### config.mk
export PLATFORM = sky130hd
export DESIGN_NAME = mouse_transmitter_flat
export DESIGN_NICKNAME = d
export VERILOG_FILES = /design/src/rtl/mouse_pkg.sv /design/src/rtl/mouse_transmitter_if.sv /design/src/rtl/ps2_edge_detect.sv /design/src/rtl/mouse_transmitter.sv /design/src/flat_wrapper.sv
export SDC_FILE = /design/constraint.sdc
export NUM_CORES = 1
export LEC_CHECK = 0
export BUFFER_PORTS_ARGS = -buffer_cell sky130_fd_sc_hd__buf_2
export CAP_MARGIN = 20
export CORE_MARGIN = 2
export CORE_UTILIZATION = 63
export DETAILED_ROUTE_END_ITERATION = 16
export HOLD_SLACK_MARGIN = 0.15
export PLACE_DENSITY = 0.87
export SLEW_MARGIN = 40
export SYNTH_ARGS = -nofsm -noshare
export SYNTH_HDL_FRONTEND = slang
export SYNTH_SLANG_ARGS = --single-unit
export TNS_END_PERCENT = 1
### constraint.sdc
create_clock -name CLK -period 3.4 [get_ports CLK]
set_input_delay 0.17 -clock CLK [delete_from_list [all_inputs] [get_ports CLK]]
set_output_delay 0.17 -clock CLK [all_outputs]
set_load 0.005 [all_outputs]
### src/rtl/mouse_pkg.sv
// rtl/mouse_pkg.sv - shared PS/2 mouse types, timing constants and command codes
package mouse_pkg;

    typedef enum logic [2:0] {
        S_IDLE,
        S_INHIBIT,
        S_REQ,
        S_SEND_DATA,
        S_STOP,
        S_ACK,
        S_RELEASE
    } tx_state_e;

    localparam int ERR_TIMEOUT = 0;
    localparam int ERR_NO_ACK  = 1;

    // 50 MHz system clock: 120 us inhibit, 2 ms per-edge timeout
    localparam int CLK_HOLD_CYCLES_50M = 6000;
    localparam int TIMEOUT_CYCLES_50M  = 100000;

    localparam logic [7:0] CMD_ENABLE_REPORTING = 8'hF4;
    localparam logic [7:0] CMD_RESET            = 8'hFF;

    function automatic logic odd_parity(input logic [7:0] b);
        return ~^b;
    endfunction

endpackage

### src/rtl/mouse_transmitter_if.sv
// rtl/mouse_transmitter_if.sv - PS/2 line and command handshake bundle for the transmitter
// slave  : transmitter side (samples lines and SEND_BYTE, drives enables/status)
// master : controller/pad side (drives lines and SEND_BYTE, observes status)
interface mouse_transmitter_if;
    logic       CLK_MOUSE_IN;
    logic       DATA_MOUSE_IN;
    logic       CLK_MOUSE_OUT_EN;
    logic       DATA_MOUSE_OUT;
    logic       DATA_MOUSE_OUT_EN;
    logic       SEND_BYTE;
    logic [7:0] BYTE_TO_SEND;
    logic       TX_BUSY;
    logic       BYTE_SENT;
    logic [1:0] BYTE_ERROR_CODE;

    modport slave (
        input  CLK_MOUSE_IN, DATA_MOUSE_IN, SEND_BYTE, BYTE_TO_SEND,
        output CLK_MOUSE_OUT_EN, DATA_MOUSE_OUT, DATA_MOUSE_OUT_EN,
               TX_BUSY, BYTE_SENT, BYTE_ERROR_CODE
    );

    modport master (
        output CLK_MOUSE_IN, DATA_MOUSE_IN, SEND_BYTE, BYTE_TO_SEND,
        input  CLK_MOUSE_OUT_EN, DATA_MOUSE_OUT, DATA_MOUSE_OUT_EN,
               TX_BUSY, BYTE_SENT, BYTE_ERROR_CODE
    );
endinterface

### src/rtl/ps2_edge_detect.sv
// rtl/ps2_edge_detect.sv - falling-edge detector for a sampled PS/2 line
// clk_i, rst_ni : system clock, async active-low reset
// line_i        : sampled PS/2 line
// fe_o          : high for the cycle in which the line is seen going 1 -> 0
module ps2_edge_detect (
    input  logic clk_i,
    input  logic rst_ni,
    input  logic line_i,
    output logic fe_o
);
    logic line_q;

    always_ff @(posedge clk_i or negedge rst_ni) begin
        if (!rst_ni) begin
            line_q <= 1'b0;
        end else begin
            line_q <= line_i;
        end
    end

    assign fe_o = line_q & ~line_i;

endmodule

### src/rtl/mouse_transmitter.sv
// rtl/mouse_transmitter.sv - PS/2 host-to-device command byte transmitter
// CLK, RESET : system clock, async active-low reset
// tx (slave) : line inputs, open-collector enables, SEND_BYTE/BYTE_TO_SEND request,
//              TX_BUSY, BYTE_SENT pulse, BYTE_ERROR_CODE {no_ack, timeout}
module mouse_transmitter
    import mouse_pkg::*;
#(
    parameter int CLK_HOLD_CYCLES = CLK_HOLD_CYCLES_50M,
    parameter int TIMEOUT_CYCLES  = TIMEOUT_CYCLES_50M
) (
    input  logic               CLK,
    input  logic               RESET,
    mouse_transmitter_if.slave tx
);
    localparam int CNT_MAX = (TIMEOUT_CYCLES > CLK_HOLD_CYCLES) ? TIMEOUT_CYCLES : CLK_HOLD_CYCLES;
    localparam int CNT_W   = $clog2(CNT_MAX + 1);
    localparam logic [CNT_W-1:0] HOLD_LAST    = CNT_W'(CLK_HOLD_CYCLES - 1);
    localparam logic [CNT_W-1:0] TIMEOUT_LAST = CNT_W'(TIMEOUT_CYCLES - 1);

    tx_state_e        state_q, state_d;
    logic [CNT_W-1:0] cnt_q, cnt_d;
    logic [8:0]       shift_q, shift_d;     // {parity, byte}, shifted out LSB first
    logic [2:0]       bit_cnt_q, bit_cnt_d;
    logic             data_q, data_d;
    logic [1:0]       err_q, err_d;
    logic             fe;
    logic             wait_st;
    logic             byte_sent;

    ps2_edge_detect u_edge (
        .clk_i  (CLK),
        .rst_ni (RESET),
        .line_i (tx.CLK_MOUSE_IN),
        .fe_o   (fe)
    );

    always_ff @(posedge CLK or negedge RESET) begin
        if (!RESET) begin
            state_q   <= S_IDLE;
            cnt_q     <= '0;
            shift_q   <= '0;
            bit_cnt_q <= '0;
            data_q    <= 1'b0;
            err_q     <= '0;
        end else begin
            state_q   <= state_d;
            cnt_q     <= cnt_d;
            shift_q   <= shift_d;
            bit_cnt_q <= bit_cnt_d;
            data_q    <= data_d;
            err_q     <= err_d;
        end
    end

    // States in which the device owns the clock and the timeout applies
    assign wait_st = (state_q != S_IDLE) && (state_q != S_INHIBIT);

    always_comb begin
        state_d   = state_q;
        shift_d   = shift_q;
        bit_cnt_d = bit_cnt_q;
        data_d    = data_q;
        err_d     = err_q;
        byte_sent = 1'b0;

        case (state_q)
            S_IDLE: begin
                if (tx.SEND_BYTE) begin
                    shift_d = {odd_parity(tx.BYTE_TO_SEND), tx.BYTE_TO_SEND};
                    err_d   = '0;
                    state_d = S_INHIBIT;
                end
            end
            S_INHIBIT: begin
                data_d = 1'b0;                  // start bit, driven from REQ onwards
                if (cnt_q == HOLD_LAST) begin
                    state_d = S_REQ;
                end
            end
            S_REQ: begin
                if (fe) begin
                    data_d    = shift_q[0];
                    shift_d   = shift_q >> 1;
                    bit_cnt_d = '0;
                    state_d   = S_SEND_DATA;
                end
            end
            S_SEND_DATA: begin
                if (fe) begin
                    // after eight shifts shift_q[0] holds the parity bit
                    data_d  = shift_q[0];
                    shift_d = shift_q >> 1;
                    if (bit_cnt_q == 3'd7) begin
                        state_d = S_STOP;
                    end else begin
                        bit_cnt_d = bit_cnt_q + 3'd1;
                    end
                end
            end
            S_STOP: begin
                if (fe) begin
                    state_d = S_ACK;
                end
            end
            S_ACK: begin
                if (fe) begin
                    err_d[ERR_NO_ACK] = tx.DATA_MOUSE_IN;
                    state_d           = S_RELEASE;
                end
            end
            S_RELEASE: begin
                if (tx.CLK_MOUSE_IN && tx.DATA_MOUSE_IN) begin
                    byte_sent = ~err_q[ERR_NO_ACK];
                    state_d   = S_IDLE;
                end
            end
            default: state_d = S_IDLE;
        endcase

        // Progress takes priority over an expiring wait in the same cycle
        if (wait_st && !fe && (state_d == state_q) && (cnt_q == TIMEOUT_LAST)) begin
            err_d[ERR_TIMEOUT] = 1'b1;
            state_d            = S_IDLE;
        end

        if ((state_q == S_IDLE) || (state_d != state_q) || (wait_st && fe)) begin
            cnt_d = '0;
        end else begin
            cnt_d = cnt_q + CNT_W'(1);
        end
    end

    assign tx.CLK_MOUSE_OUT_EN  = (state_q == S_INHIBIT);
    assign tx.DATA_MOUSE_OUT_EN = (state_q == S_REQ) || (state_q == S_SEND_DATA) || (state_q == S_STOP);
    assign tx.DATA_MOUSE_OUT    = tx.DATA_MOUSE_OUT_EN & data_q;
    assign tx.TX_BUSY           = (state_q != S_IDLE);
    assign tx.BYTE_SENT         = byte_sent;
    assign tx.BYTE_ERROR_CODE   = err_q;

endmodule

### src/flat_wrapper.sv
// flat-port wrapper written by rule: the top's interface ports become plain ports
module mouse_transmitter_flat import mouse_pkg::*;
#(
    parameter int CLK_HOLD_CYCLES = CLK_HOLD_CYCLES_50M,
    parameter int TIMEOUT_CYCLES  = TIMEOUT_CYCLES_50M
)
  (CLK, RESET, tx_CLK_MOUSE_IN, tx_DATA_MOUSE_IN, tx_SEND_BYTE, tx_BYTE_TO_SEND, tx_CLK_MOUSE_OUT_EN, tx_DATA_MOUSE_OUT, tx_DATA_MOUSE_OUT_EN, tx_TX_BUSY, tx_BYTE_SENT, tx_BYTE_ERROR_CODE);
  mouse_transmitter_if tx_i ();
  input  logic CLK;
  input  logic RESET;
  input wire logic [$bits(tx_i.CLK_MOUSE_IN)-1:0] tx_CLK_MOUSE_IN;
  input wire logic [$bits(tx_i.DATA_MOUSE_IN)-1:0] tx_DATA_MOUSE_IN;
  input wire logic [$bits(tx_i.SEND_BYTE)-1:0] tx_SEND_BYTE;
  input wire logic [$bits(tx_i.BYTE_TO_SEND)-1:0] tx_BYTE_TO_SEND;
  output wire logic [$bits(tx_i.CLK_MOUSE_OUT_EN)-1:0] tx_CLK_MOUSE_OUT_EN;
  output wire logic [$bits(tx_i.DATA_MOUSE_OUT)-1:0] tx_DATA_MOUSE_OUT;
  output wire logic [$bits(tx_i.DATA_MOUSE_OUT_EN)-1:0] tx_DATA_MOUSE_OUT_EN;
  output wire logic [$bits(tx_i.TX_BUSY)-1:0] tx_TX_BUSY;
  output wire logic [$bits(tx_i.BYTE_SENT)-1:0] tx_BYTE_SENT;
  output wire logic [$bits(tx_i.BYTE_ERROR_CODE)-1:0] tx_BYTE_ERROR_CODE;
  assign tx_i.CLK_MOUSE_IN = tx_CLK_MOUSE_IN;
  assign tx_i.DATA_MOUSE_IN = tx_DATA_MOUSE_IN;
  assign tx_i.SEND_BYTE = tx_SEND_BYTE;
  assign tx_i.BYTE_TO_SEND = tx_BYTE_TO_SEND;
  assign tx_CLK_MOUSE_OUT_EN = tx_i.CLK_MOUSE_OUT_EN;
  assign tx_DATA_MOUSE_OUT = tx_i.DATA_MOUSE_OUT;
  assign tx_DATA_MOUSE_OUT_EN = tx_i.DATA_MOUSE_OUT_EN;
  assign tx_TX_BUSY = tx_i.TX_BUSY;
  assign tx_BYTE_SENT = tx_i.BYTE_SENT;
  assign tx_BYTE_ERROR_CODE = tx_i.BYTE_ERROR_CODE;
  mouse_transmitter #(.CLK_HOLD_CYCLES(CLK_HOLD_CYCLES), .TIMEOUT_CYCLES(TIMEOUT_CYCLES)) u_core (.CLK(CLK), .RESET(RESET), .tx(tx_i));
endmodule
==> metrics.yaml <==
drive_gt1_frac: 0.198
drt_pass1_iterations: 4
cts.clk_slew.worst_paths_ns: 0.11
crit_path_end_kind: "flip-flop"
tightestPinTransition_ns: 0.631
route.detailed.drc: 0
cts_tree: "done"
ios: 20
hold_class: "in -> reg"
async_flop_share: 1.00
clk_latency_ns: 0.34
floorplan.initialDensity: 0.671
portBuffers: 19
fp.dieH_um: 61.3
yosys.area.top_type: "dfrtp_1"
cts_root_buf: "clkbuf_4"
synth_area_per_cell_um2: 9.48
ctsResizeCount: 0
ys.flop_type: "dfrtp_1"
slowest_delay_ns: 0.61
gp_congestion: 0.833
max_freq_mhz: 441
min_period_ns: 2.27
required_ns: 3.60
status: "complete, no violations"
synth_area_leaders: "dfrtp_1 (44%), xnor2_1 (6.4%), o21ai_0 (4.1%), nand2_1 (4.0%), mux2i_1 (3.9%)"
startpoint_type: "flip-flop"
path_max_fanout: 14
grt_pass1_vias: 1528
drt_iter0_markers: 122
ant_nets: 0
num_antenna_cells: 0
postCtsHoldBufs: 4
synth_top_area_frac: 0.436
cap_violations: 0
clockBufferDepth: 2
post-cts-setup-buffer-count: 0
leakagePower_nw: 0.995
fp.dieArea_um2: 3750
cts_inserted_buffers: 5
die_x_um: 61.3
slew_headroom: 0.579
synth_edf_count: 0
syn_to_final_growth_pct: 10.8
cts_sinks: 36
fin_nets: 257
peakVddDrop_v: 0.000433
viasPerCell: 5.65
synth-seq-area-share: 0.436
grt_max_degree: 37
totalWireLength_um: 3920
min_period_over_period: 0.668
fin_ws_ns: 1.13
p_per_area_nw_per_um2: 611
grt_overflow: 0
finalNonFillerCells: 286
hold_slack_ns: 0.168
htreeDepth: 2
grt_pass1_wl_um: 6410
antenna_found_initial: 0
synth_nets: 234
fp.coreArea_um2: 3080
worst_path_max_delay_cell: "dfrtp_1"
yosysWarnings: 0
hpwlAfterDp_um: 2770
final.setup.tns_ns: 0
fillCellCount: 231
dp_cells: 273
rows: 20
via_count: 1616
arrival_ns: 2.47
crit_path_cell_trace: "nand2b_1 > and2_1 > o21ai_0 > o211ai_2 > nor3_1"
syn_area_um2: 2070
wire_per_inst_um: 13.7
syn_inst: 218
hold_viol_final: 0
finalSetupViolations: 0
maxSlewViolCount: 0
rsz0062_at_grt: "false"
crit_type: "reg -> reg"
synth_cell_types: 47
place_ws_ns: 0.948
grt_usage: 0.233
ys_seq_elements: 36
finClkSkew_ns: 0.0105
[final cells by class]
type,instances,area (um^2),area share
Sequential cell,36,901,0.393
Clock buffer,6,51.3,0.0224
Timing Repair Buffer,25,156,0.0683
Inverter,5,18.8,0.00820
Tap cell,44,55.1,0.0240
Multi-Input combinational cell,168,1100,0.479
Clock inverter,2,10.0,0.00437
[registers in the layout, summed over array words and instances, names as in the netlist]
name / cells
u_core.tx.BYTE_ERROR_CODE: 2
u_core.u_edge.line_q: 1
u_core.shift_q: 9
u_core.bit_cnt_q: 3
u_core.data_q: 1
u_core.state_q: 3
u_core.cnt_q: 17
[power by group]
group	switching (mW)	internal, mW	total (mW)
combinational	0.296	0.237	0.533
sequential	0.102	0.527	0.629
clock	0.138	0.0984	0.237
total	0.536	0.863	1.40
[synth_stat cells, types with 2 or more instances]
master	n
a21o_1	3
a21oi_1	5
a22o_1	3
and2_1	2
clkbuf_1	6
dfrtp_1	36
ha_1	3
inv_1	5
mux2i_1	8
nand2_1	22
nand2b_1	4
nand3_1	12
nand4_1	6
nor2_1	12
nor2_2	8
nor3_1	12
nor3_2	2
nor4b_1	2
o21ai_0	17
or3_1	2
xnor2_1	15
xor2_1	8
[worst paths after layout]
check / start / end / slack (ns) / cells past startpoint
max in group asynchronous: RESET / u_core.cnt_q[16]$_DFF_PN0_ / 2.78 / 2
max reg2reg: u_core.state_q[2]$_DFF_PN0_ / u_core.cnt_q[7]$_DFF_PN0_ / 1.13 / 5
min reg2reg: u_core.shift_q[0]$_DFFE_PN0P_ / u_core.data_q$_DFFE_PN0P_ / 0.48 / 2
min in group asynchronous: RESET / u_core.cnt_q[3]$_DFF_PN0_ / 0.31 / 2
max: u_core.state_q[2]$_DFF_PN0_ / u_core.cnt_q[7]$_DFF_PN0_ / 1.13 / 5
min: tx_BYTE_TO_SEND[0] / u_core.shift_q[0]$_DFFE_PN0P_ / 0.17 / 3
[stage by stage]
stage / area [um^2] / utilization / power, mW
finish: 2290 / 0.744 / 1.40
global route: 2290 / 0.744 / 1.51
CTS: 2270 / 0.737 / 1.39
detailed placement: 2170 / 0.704 / 1.15
global placement: 2170 / 0.704 / 1.13
floorplan: 2070 / - / 1.04
[critical path, delay by kind of cell (launching register included)]
| family | cells | cell delay, ns |
|---|---|---|
| AO/OA/AOI/OAI | 2 | 0.61 |
| flip-flops | 1 | 0.61 |
| AND/OR/NAND/NOR | 3 | 0.91 |
[metal layers]
layer	up-vias	track usage	routed length, um
met3	6	0.0441	158
li1	809	-	-
met5	-	0	0
met1	762	0.307	1790
met2	39	0.377	1920
met4	0	0.0994	49
[cell usage in the layout, fill, tap and decap left out, types with 3 or more instances in the layout]
cell | Yosys | routed
nand3_1 | 12 | 12
buf_2 | 0 | 18
xnor2_1 | 15 | 15
nor2_2 | 8 | 8
nor2_1 | 12 | 12
ha_1 | 3 | 3
inv_1 | 5 | 5
clkbuf_4 | 0 | 5
a21oi_1 | 5 | 5
a21o_1 | 3 | 3
xor2_1 | 8 | 8
a22o_1 | 3 | 3
nand2_1 | 22 | 22
mux2i_1 | 8 | 8
nand4_1 | 6 | 6
dlygate4sd3_1 | 0 | 4
dfrtp_1 | 36 | 36
o21ai_0 | 17 | 17
nor3_1 | 12 | 12
nand2b_1 | 4 | 4
[cells by family (layout without fill, tap and decap cells)]
family | after synthesis | after routing | synth area share
and+or+nand+nor | 100 | 100 | 0.271
AOI/OAI and AO/OA | 34 | 34 | 0.103
adders and majority gates | 3 | 3 | 0.0182
xor gates and xnor gates | 23 | 23 | 0.0975
DFF | 36 | 36 | 0.436
buffers and inverters | 14 | 38 | 0.0357
muxes | 8 | 8 | 0.0388
Note: power is estimated with default switching activity, not from simulation.
